==> config.mk <==
export PLATFORM = sky130hd
export DESIGN_NAME = fifo_ctrl
export DESIGN_NICKNAME = d
export VERILOG_FILES = /design/src/rtl/fifo_pkg.sv /design/src/rtl/fifo_ptr.sv /design/src/rtl/fifo_ctrl.sv
export SDC_FILE = /design/constraint.sdc
export NUM_CORES = 1
export LEC_CHECK = 0
export CELL_PAD_IN_SITES_DETAIL_PLACEMENT = 2
export CELL_PAD_IN_SITES_GLOBAL_PLACEMENT = 2
export CORE_MARGIN = 2
export CORE_UTILIZATION = 29
export DETAILED_ROUTE_END_ITERATION = 7
export HOLD_SLACK_MARGIN = 0.02
export PLACE_DENSITY_LB_ADDON = 0.1
export SLEW_MARGIN = 5
export SYNTH_ARGS = -nofsm -noshare
export SYNTH_HDL_FRONTEND = slang
export SYNTH_SLANG_ARGS = --single-unit
export TNS_END_PERCENT = 10
==> constraint.sdc <==
create_clock -name clk -period 4 [get_ports clk]
set_clock_uncertainty 0.15 [all_clocks]
set_input_delay 1.2 -clock clk [delete_from_list [all_inputs] [get_ports clk]]
set_output_delay 1.2 -clock clk [all_outputs]
set_load 0.05 [all_outputs]
==> src/rtl/fifo_pkg.sv <==
// fifo_pkg: shared FIFO controller types, default geometry and pointer arithmetic
package fifo_pkg;
  localparam int DEF_SIZE = 4;
  localparam int DEF_AF_LEVEL = (1 << DEF_SIZE) - 2;
  localparam int DEF_AE_LEVEL = 2;
  typedef logic [DEF_SIZE:0] ptr_t;
  function automatic logic [31:0] ptr_inc(input logic [31:0] p);
    return p + 32'd1;
  endfunction
endpackage

==> src/rtl/fifo_ptr.sv <==
// fifo_ptr: SIZE+1-bit wrapping pointer register with increment enable
module fifo_ptr
  import fifo_pkg::*;
#(
  parameter int SIZE = DEF_SIZE
) (
  input  logic          clk,
  input  logic          rst,
  input  logic          en,
  output logic [SIZE:0] ptr
);
  logic [SIZE:0] ptr_q, ptr_d;
  always_comb ptr_d = en ? (SIZE+1)'(ptr_inc(32'(ptr_q))) : ptr_q;
  always_ff @(posedge clk) ptr_q <= rst ? '0 : ptr_d;
  assign ptr = ptr_q;
endmodule

==> src/rtl/fifo_ctrl.sv <==
// fifo_ctrl: pointer, occupancy and status controller for a 2^SIZE-deep FIFO RAM.
// Define FIFO_ERR_FLAGS_EN to build sticky overflow/underflow registers.
module fifo_ctrl
  import fifo_pkg::*;
#(
  parameter int SIZE     = DEF_SIZE,
  parameter int AF_LEVEL = (1 << SIZE) - 2,
  parameter int AE_LEVEL = DEF_AE_LEVEL
) (
  input  logic            clk,
  input  logic            rst,
  input  logic            wr_req,
  input  logic            rd_req,
  output logic            mem_we,
  output logic            mem_re,
  output logic [SIZE-1:0] w_addr,
  output logic [SIZE-1:0] r_addr,
  output logic            rd_valid,
  output logic            full,
  output logic            empty,
  output logic            almost_full,
  output logic            almost_empty,
  output logic [SIZE:0]   count,
  output logic            overflow,
  output logic            underflow
);
  localparam logic [SIZE:0] AF = (SIZE+1)'(AF_LEVEL);
  localparam logic [SIZE:0] AE = (SIZE+1)'(AE_LEVEL);
  logic [SIZE:0] wp, rp, count_q, count_d;
  logic          wr_acc, rd_acc, rd_valid_q, rd_valid_d;
  fifo_ptr #(.SIZE(SIZE)) u_wp (.clk(clk), .rst(rst), .en(wr_acc), .ptr(wp));
  fifo_ptr #(.SIZE(SIZE)) u_rp (.clk(clk), .rst(rst), .en(rd_acc), .ptr(rp));
  // Accepts are masked during reset so the RAM sees no write in that cycle
  always_comb begin
    empty = wp == rp;
    full = (wp[SIZE] != rp[SIZE]) && (wp[SIZE-1:0] == rp[SIZE-1:0]);
    wr_acc = wr_req & ~full & ~rst;
    rd_acc = rd_req & ~empty & ~rst;
    count_d = (wr_acc && !rd_acc) ? count_q + 1'b1 :
              (rd_acc && !wr_acc) ? count_q - 1'b1 : count_q;
    rd_valid_d = rd_acc;
  end
  always_ff @(posedge clk) begin
    if (rst) begin
      count_q <= '0;
      rd_valid_q <= 1'b0;
    end else begin
      count_q <= count_d;
      rd_valid_q <= rd_valid_d;
    end
  end
  assign mem_we = wr_acc;
  assign mem_re = rd_acc;
  assign w_addr = wp[SIZE-1:0];
  assign r_addr = rp[SIZE-1:0];
  assign rd_valid = rd_valid_q;
  assign count = count_q;
  assign almost_full = count_q >= AF;
  assign almost_empty = count_q <= AE;
`ifdef FIFO_ERR_FLAGS_EN
  logic overflow_q, overflow_d, underflow_q, underflow_d;
  always_comb begin
    overflow_d = overflow_q | (wr_req & full);
    underflow_d = underflow_q | (rd_req & empty);
  end
  always_ff @(posedge clk) begin
    if (rst) begin
      overflow_q <= 1'b0;
      underflow_q <= 1'b0;
    end else begin
      overflow_q <= overflow_d;
      underflow_q <= underflow_d;
    end
  end
  assign overflow = overflow_q;
  assign underflow = underflow_q;
`else
  assign overflow = 1'b0;
  assign underflow = 1'b0;
`endif
endmodule

==> metrics, run 1 <==
YS warnings 0; most used cell along the critical path buf_4; largest net degree at the start of global routing 14; Multi-input gate area 653 um2; core box area 3630 um2; clk root buf clkbuf_8; mapped cell area 1080 um2; period utilisation layout 94.1%; crit path cell chain clkdlybuf4s50_1 -> a21boi_4 -> buf_4 -> and2_1 -> buf_4; Initial Util 29.9%; Critical R2R Capture count[4]; post-detail-place hpwl ~2.3 mm; Clock power frac 17.9%; # IOs 26; layout cell share with drive strength beyond 1 14.0%; top cells by count, synth 16 x dfxtp_1, 14 x nor2_1, 10 x buf_4; PnR worst setup slack 0.235 ns; Comb pwr share 51.3%; CP max-delay cell clkdlybuf4s50_1; max_slew headroom between 60% and 70%; Post-synth EDFFs 0; initial antenna violation count 0; pre-CTS setup slack -0.0114 ns; hold_sp u_rp.ptr[1]; Hold Path Depth 2; met1 usage in global routing ~18%; clock tree buffer depth 2; Psw 296 uW; Yosys cell types 36; Flop pwr share a little under a third; Wirelength per Cell 15.5 um; Iteration-0 DRC Markers 24; met2 Resource Use GR a little under 30%; Syn Area/Cell 8.82 um2; Worst Reg-to-Reg Cells 12; max-slew violation count 0; Synth Instances 123; P per Cell Area 485 nW/um2; Clock transition at path regs about 0.060 ns; endpoint class of the critical path primary output; DRC viols 0; max_cap viols 0; die area 4250 um2; worst r2r src u_wp.ptr[3]; ranking of synthesized cells by area dfxtp_1 30%, buf_4 6.9%, ha_1 6.9%; Hold EP u_rp.ptr[1]; most frequent cell after synthesis dfxtp_1; I/O Buffers 23; Setup CP Type in -> out; CP arrival 2.42 ns; Int Power roughly 380 uW; Yosys reg bits 16; clk sinks 16; Worst setup SP type input pin; Max Freq between 200 and 300 MHz; H-tree depth 1; top-area cell type share of the netlist area 29.5%; Post-CTS Resized 0; fin crit period 3.77 ns; Register Area 320 um2; Tightest Pin Transition 0.565 ns; FFs w/ async S/R, synth 0%; DR vias 941; GPL Wtd Cong approximately 0.76; post-route ant nets 0; first-pass GRT wire length between 5 and 6 mm; final core occ between 30% and 40%; vias in the first global route slightly above 1000; CTS tree done; flop-to-flop setup slack between 0.9 and 1 ns; CTS buffer count 3; Power, Total 673 uW; total congestion overflow 0; row count 22; Vias/cell 4.93; unrepaired setup endpoints after global routing no; GR Layer Usage met3 under 10%; Seq/Total Area, Yosys between 20% and 30%; switching portion of total power 44.0%; LEAKAGE 0.572 nW; final hold violation count 0; Die W 65.2 um; CP max stage delay 0.54 ns; ANT cells 0; drt first pass iters 2; Hold Buf Count CTS 0; Area growth, synth to finish 27.9%; fill cell count 436; setup violators final 0; non-filler instance count after layout 191; WP data required roughly 2.7 ns; most area-hungry cell type in the Yosys netlist dfxtp_1; Most Crowded Layer GR met2; worst-path maximum fanout 4; GRT Resource Usage Total 15.8%; status finished, final reports clean; Hold Crit Class reg -> reg; total wire length between 2 and 3 mm; Top FF cell, synth dfxtp_1; post-CTS setup buffer count 0; Die Ht 65.2 um; Clock Latency Late Sink 0.25 ns; VDD IR-drop max between 150 and 200 uV; Nets roughly 160; DP Cell Count ~190
==> layout by cell type (no fill, tap or decap), drive strengths merged, types with 2 or more instances in the layout <==
cell           netlist  layout
conb                 1       2
a21o                 2       2
and4                 2       2
o211ai               2       2
ha                   6       6
nand2                6       6
buf                 11       9
mux2i                4       4
clkdlybuf4s50        0      21
xor2                 3       3
nand3                2       2
xnor2                6       6
dfxtp               16      16
mux2                 7       7
o21ai                2       2
inv                  5       5
and2                 2       2
o311ai               2       2
nand4                4       4
a21oi                7       7
nor2b                7       7
clkbuf               3       3
nor2                14      14
==> how the worst max path moves through the flow <==
stage	startpoint	endpoint	slack (ns)	cells past startpoint
floorplan	count[1]	almost_empty	-0.43	1
global placement	wr_req	count[4]	0.13	10
detailed placement	wr_req	count[4]	-0.01	10
CTS	rst	mem_re	0.23	5
global route	wr_req	count[4]	0.05	10
finish	rd_req	mem_re	0.23	5
==> cells by family (layout without fill, tap and decap cells) <==
| logic type | count (synthesis) | after routing | synth area share, % |
|---|---|---|---|
| simple gates | 39 | 39 | 18.0 |
| compound gates | 20 | 20 | 13.7 |
| fa+ha+maj | 7 | 7 | 8.77 |
| mux | 11 | 11 | 11.3 |
| flops | 16 | 16 | 29.5 |
| buf+inv | 20 | 39 | 11.1 |
| xor+xnor | 9 | 9 | 7.27 |
| other cells | 1 | 2 | 0.346 |
==> routing by layer <==
metal  vias up  share of wire [%]  wire (um)
li1        456                  -          -
met5         -                  0          0
met1       468                 42       1260
met2        15                 54       1590
met4         0               0.47         14
met3         2                3.5        103
==> through the flow <==
step / area [um2] / hold slack (ns) / setup TNS (ns)
after floorplan: 1090 / 0.338 / -0.429
after global placement: 1350 / 0.387 / 0
after detailed placement: 1350 / 0.405 / -0.0114
after CTS: 1390 / 0.415 / 0
after global routing: 1390 / 0.441 / 0
final: 1390 / 0.411 / 0
==> sequential cells by signal, summed over array words and instances, names as in the netlist <==
name and cells:
u_rp.ptr 5, rd_valid 1, count 5, u_wp.ptr 5
==> critical path: cells and delay by family <==
kind | cells | cell delay [ns]
buf+inv | 3 | 0.88
compound gates | 1 | 0.21
simple gates | 1 | 0.12
==> power groups by stage <==
stage,combinational (mW),clock [mW],sequential [mW]
detailed placement,0.346,0,0.211
global placement,0.336,0,0.210
finish,0.345,0.121,0.207
CTS,0.349,0.129,0.207
floorplan,0.210,0,0.249
global route,0.371,0.138,0.212
==> layout make-up <==
cell class                      instances  share of cell area [%]
Inverter                                6                    1.62
Sequential cell                        16                    23.1
Clock buffer                            3                    2.98
Timing Repair Buffer                   30                    20.9
Tap cell                               48                    4.33
Multi-Input combinational cell         88                    47.1
No activity file was read; power rests on OpenSTA's default activity.
==> inputs of run 2 (changes only) <==
--- a/config.mk
+++ b/config.mk
@@ -11,7 +11,7 @@
 export CORE_UTILIZATION = 29
 export DETAILED_ROUTE_END_ITERATION = 7
 export HOLD_SLACK_MARGIN = 0.02
-export PLACE_DENSITY_LB_ADDON = 0.1
+export PLACE_DENSITY = 0.83
 export SLEW_MARGIN = 5
 export SYNTH_ARGS = -nofsm -noshare
 export SYNTH_HDL_FRONTEND = slang
==> metrics, run 2 (synthesized netlist as in run 1, its figures left out) <==
total congestion overflow 0; non-filler instance count after layout 190; switching portion of total power 43.7%; worst-path maximum fanout 5; fin crit period between 3 and 4 ns; Clock Latency Late Sink 0.26 ns; DR vias 952; Die W about 65 um; ANT cells 0; max_slew headroom between 60% and 70%; Hold Crit Class reg -> reg; row count 22; total wire length 3.08 mm; max-slew violation count 0; fill cell count 418; Clock transition at path regs around 0.06 ns; drt first pass iters 4; Post-CTS Resized 0; largest net degree at the start of global routing 17; Flop pwr share 29.8%; LEAKAGE 0.569 nW; Hold Buf Count CTS 0; core box area 3630 um2; # IOs 26; H-tree depth 1; Clock power frac a little over a fifth; Area growth, synth to finish 27.8%; max_cap viols 0; most common cell after layout, fill and taps aside clkdlybuf4s50_1; Wirelength per Cell roughly 16 um; Die Ht 65.2 um; Psw 304 uW; CTS buffer count 3; Setup CP Type in -> reg; initial antenna violation count 0; endpoint class of the critical path register; DP Cell Count 186; P per Cell Area between 500 and 600 nW/um2; Multi-input gate area 653 um2; final hold violation count 0; Setup TNS 0 ns; Initial Util about 30%; CP arrival around 3.8 ns; die area ~4200 um2; post-CTS setup buffer count 0; Max Freq 263 MHz; first-pass GRT wire length 5.28 mm; layout cell share with drive strength beyond 1 13.4%; clock tree buffer depth 2; clk root buf clkbuf_8; clk sinks 16; GPL Wtd Cong 0.835; status finished, final reports clean; I/O Buffers 23; period utilisation layout 94.9%; Tightest Pin Transition 0.558 ns; GRT Resource Usage Total 16.4%; Finished Cell Area 1390 um2; Register Area around 320 um2; Iteration-0 DRC Markers around 50; Power, Total 697 uW; Worst setup SP type input pin; WP data required roughly 4.0 ns; unrepaired setup endpoints after global routing no; Nets 154; Comb pwr share 49.1%; post-detail-place hpwl between 2 and 2.5 mm; CTS tree done; hold_sp u_rp.ptr[1]; VDD IR-drop max approximately 160 uV; most frequent cells in the layout 21 x clkdlybuf4s50_1, 16 x dfxtp_1, 14 x nor2_1; worst r2r src u_wp.ptr[3]; placed cell area 1330 um2; Vias/cell 5.01; DRC viols 0; Int Power 392 uW; post-route ant nets 0; final core occ 38.2%; Setup crit start wr_req; vias in the first global route around 1100; setup violators final 0
[run 2: cell types whose count changed in the layout (fill, tap and decap cells not counted), sizes merged]
cell	previous run	this run
buf	9	7
clkbuf	3	4
[run 2: critical path, cell delays in order]
cell	delay, ns
clkdlybuf4s50_1	0.52
inv_1	0.13
nor3_2	0.24
ha_1	0.20
inv_1	0.11
fa_1	0.44
a21o_1	0.19
a21oi_1	0.17
mux2i_1	0.22
mux2_2	0.34
[run 2: final timing paths]
check,end,depth (start not counted),slack [ns]
worst max-delay path,count[4],10,0.20
worst min-delay path,u_rp.ptr[1],2,0.39
worst max register to register,count[4],12,0.69
worst min register to register,u_rp.ptr[1],2,0.39
[run 2: power groups by stage]
stage	Sequential (mW)	Clock, mW	Combinational (mW)
6_report	0.208	0.147	0.342
5_1_grt	0.213	0.161	0.364
4_1_cts	0.208	0.153	0.346
3_5_place_dp	0.212	0	0.344
3_3_place_gp	0.209	0	0.328
2_1_floorplan	0.249	0	0.210
[run 2: metrics by stage]
step	worst slack, ns	hold slack, ns
floorplan	-0.429	0.338
global placement	0.120	0.369
detailed placement	-0.0703	0.390
CTS	0.184	0.400
global route	0.0374	0.438
finish	0.204	0.386
[run 2: per-layer routing]
layer / GRT usage, % / share of wire, % / vias to the layer above
li1: - / - / 456
met1: 20.7 / 42 / 466
met2: 28.3 / 52 / 21
met3: 2.23 / 3.0 / 9
met4: 6.25 / 2.5 / 0
met5: 0 / 0 / -
[run 2: final cells by class]
| cell class | instances | area share, % |
|---|---|---|
| Clock buffer | 4 | 3.97 |
| Inverter | 6 | 1.62 |
| Multi-Input combinational cell | 88 | 47.1 |
| Sequential cell | 16 | 23.1 |
| Tap cell | 48 | 4.33 |
| Timing Repair Buffer | 28 | 19.9 |
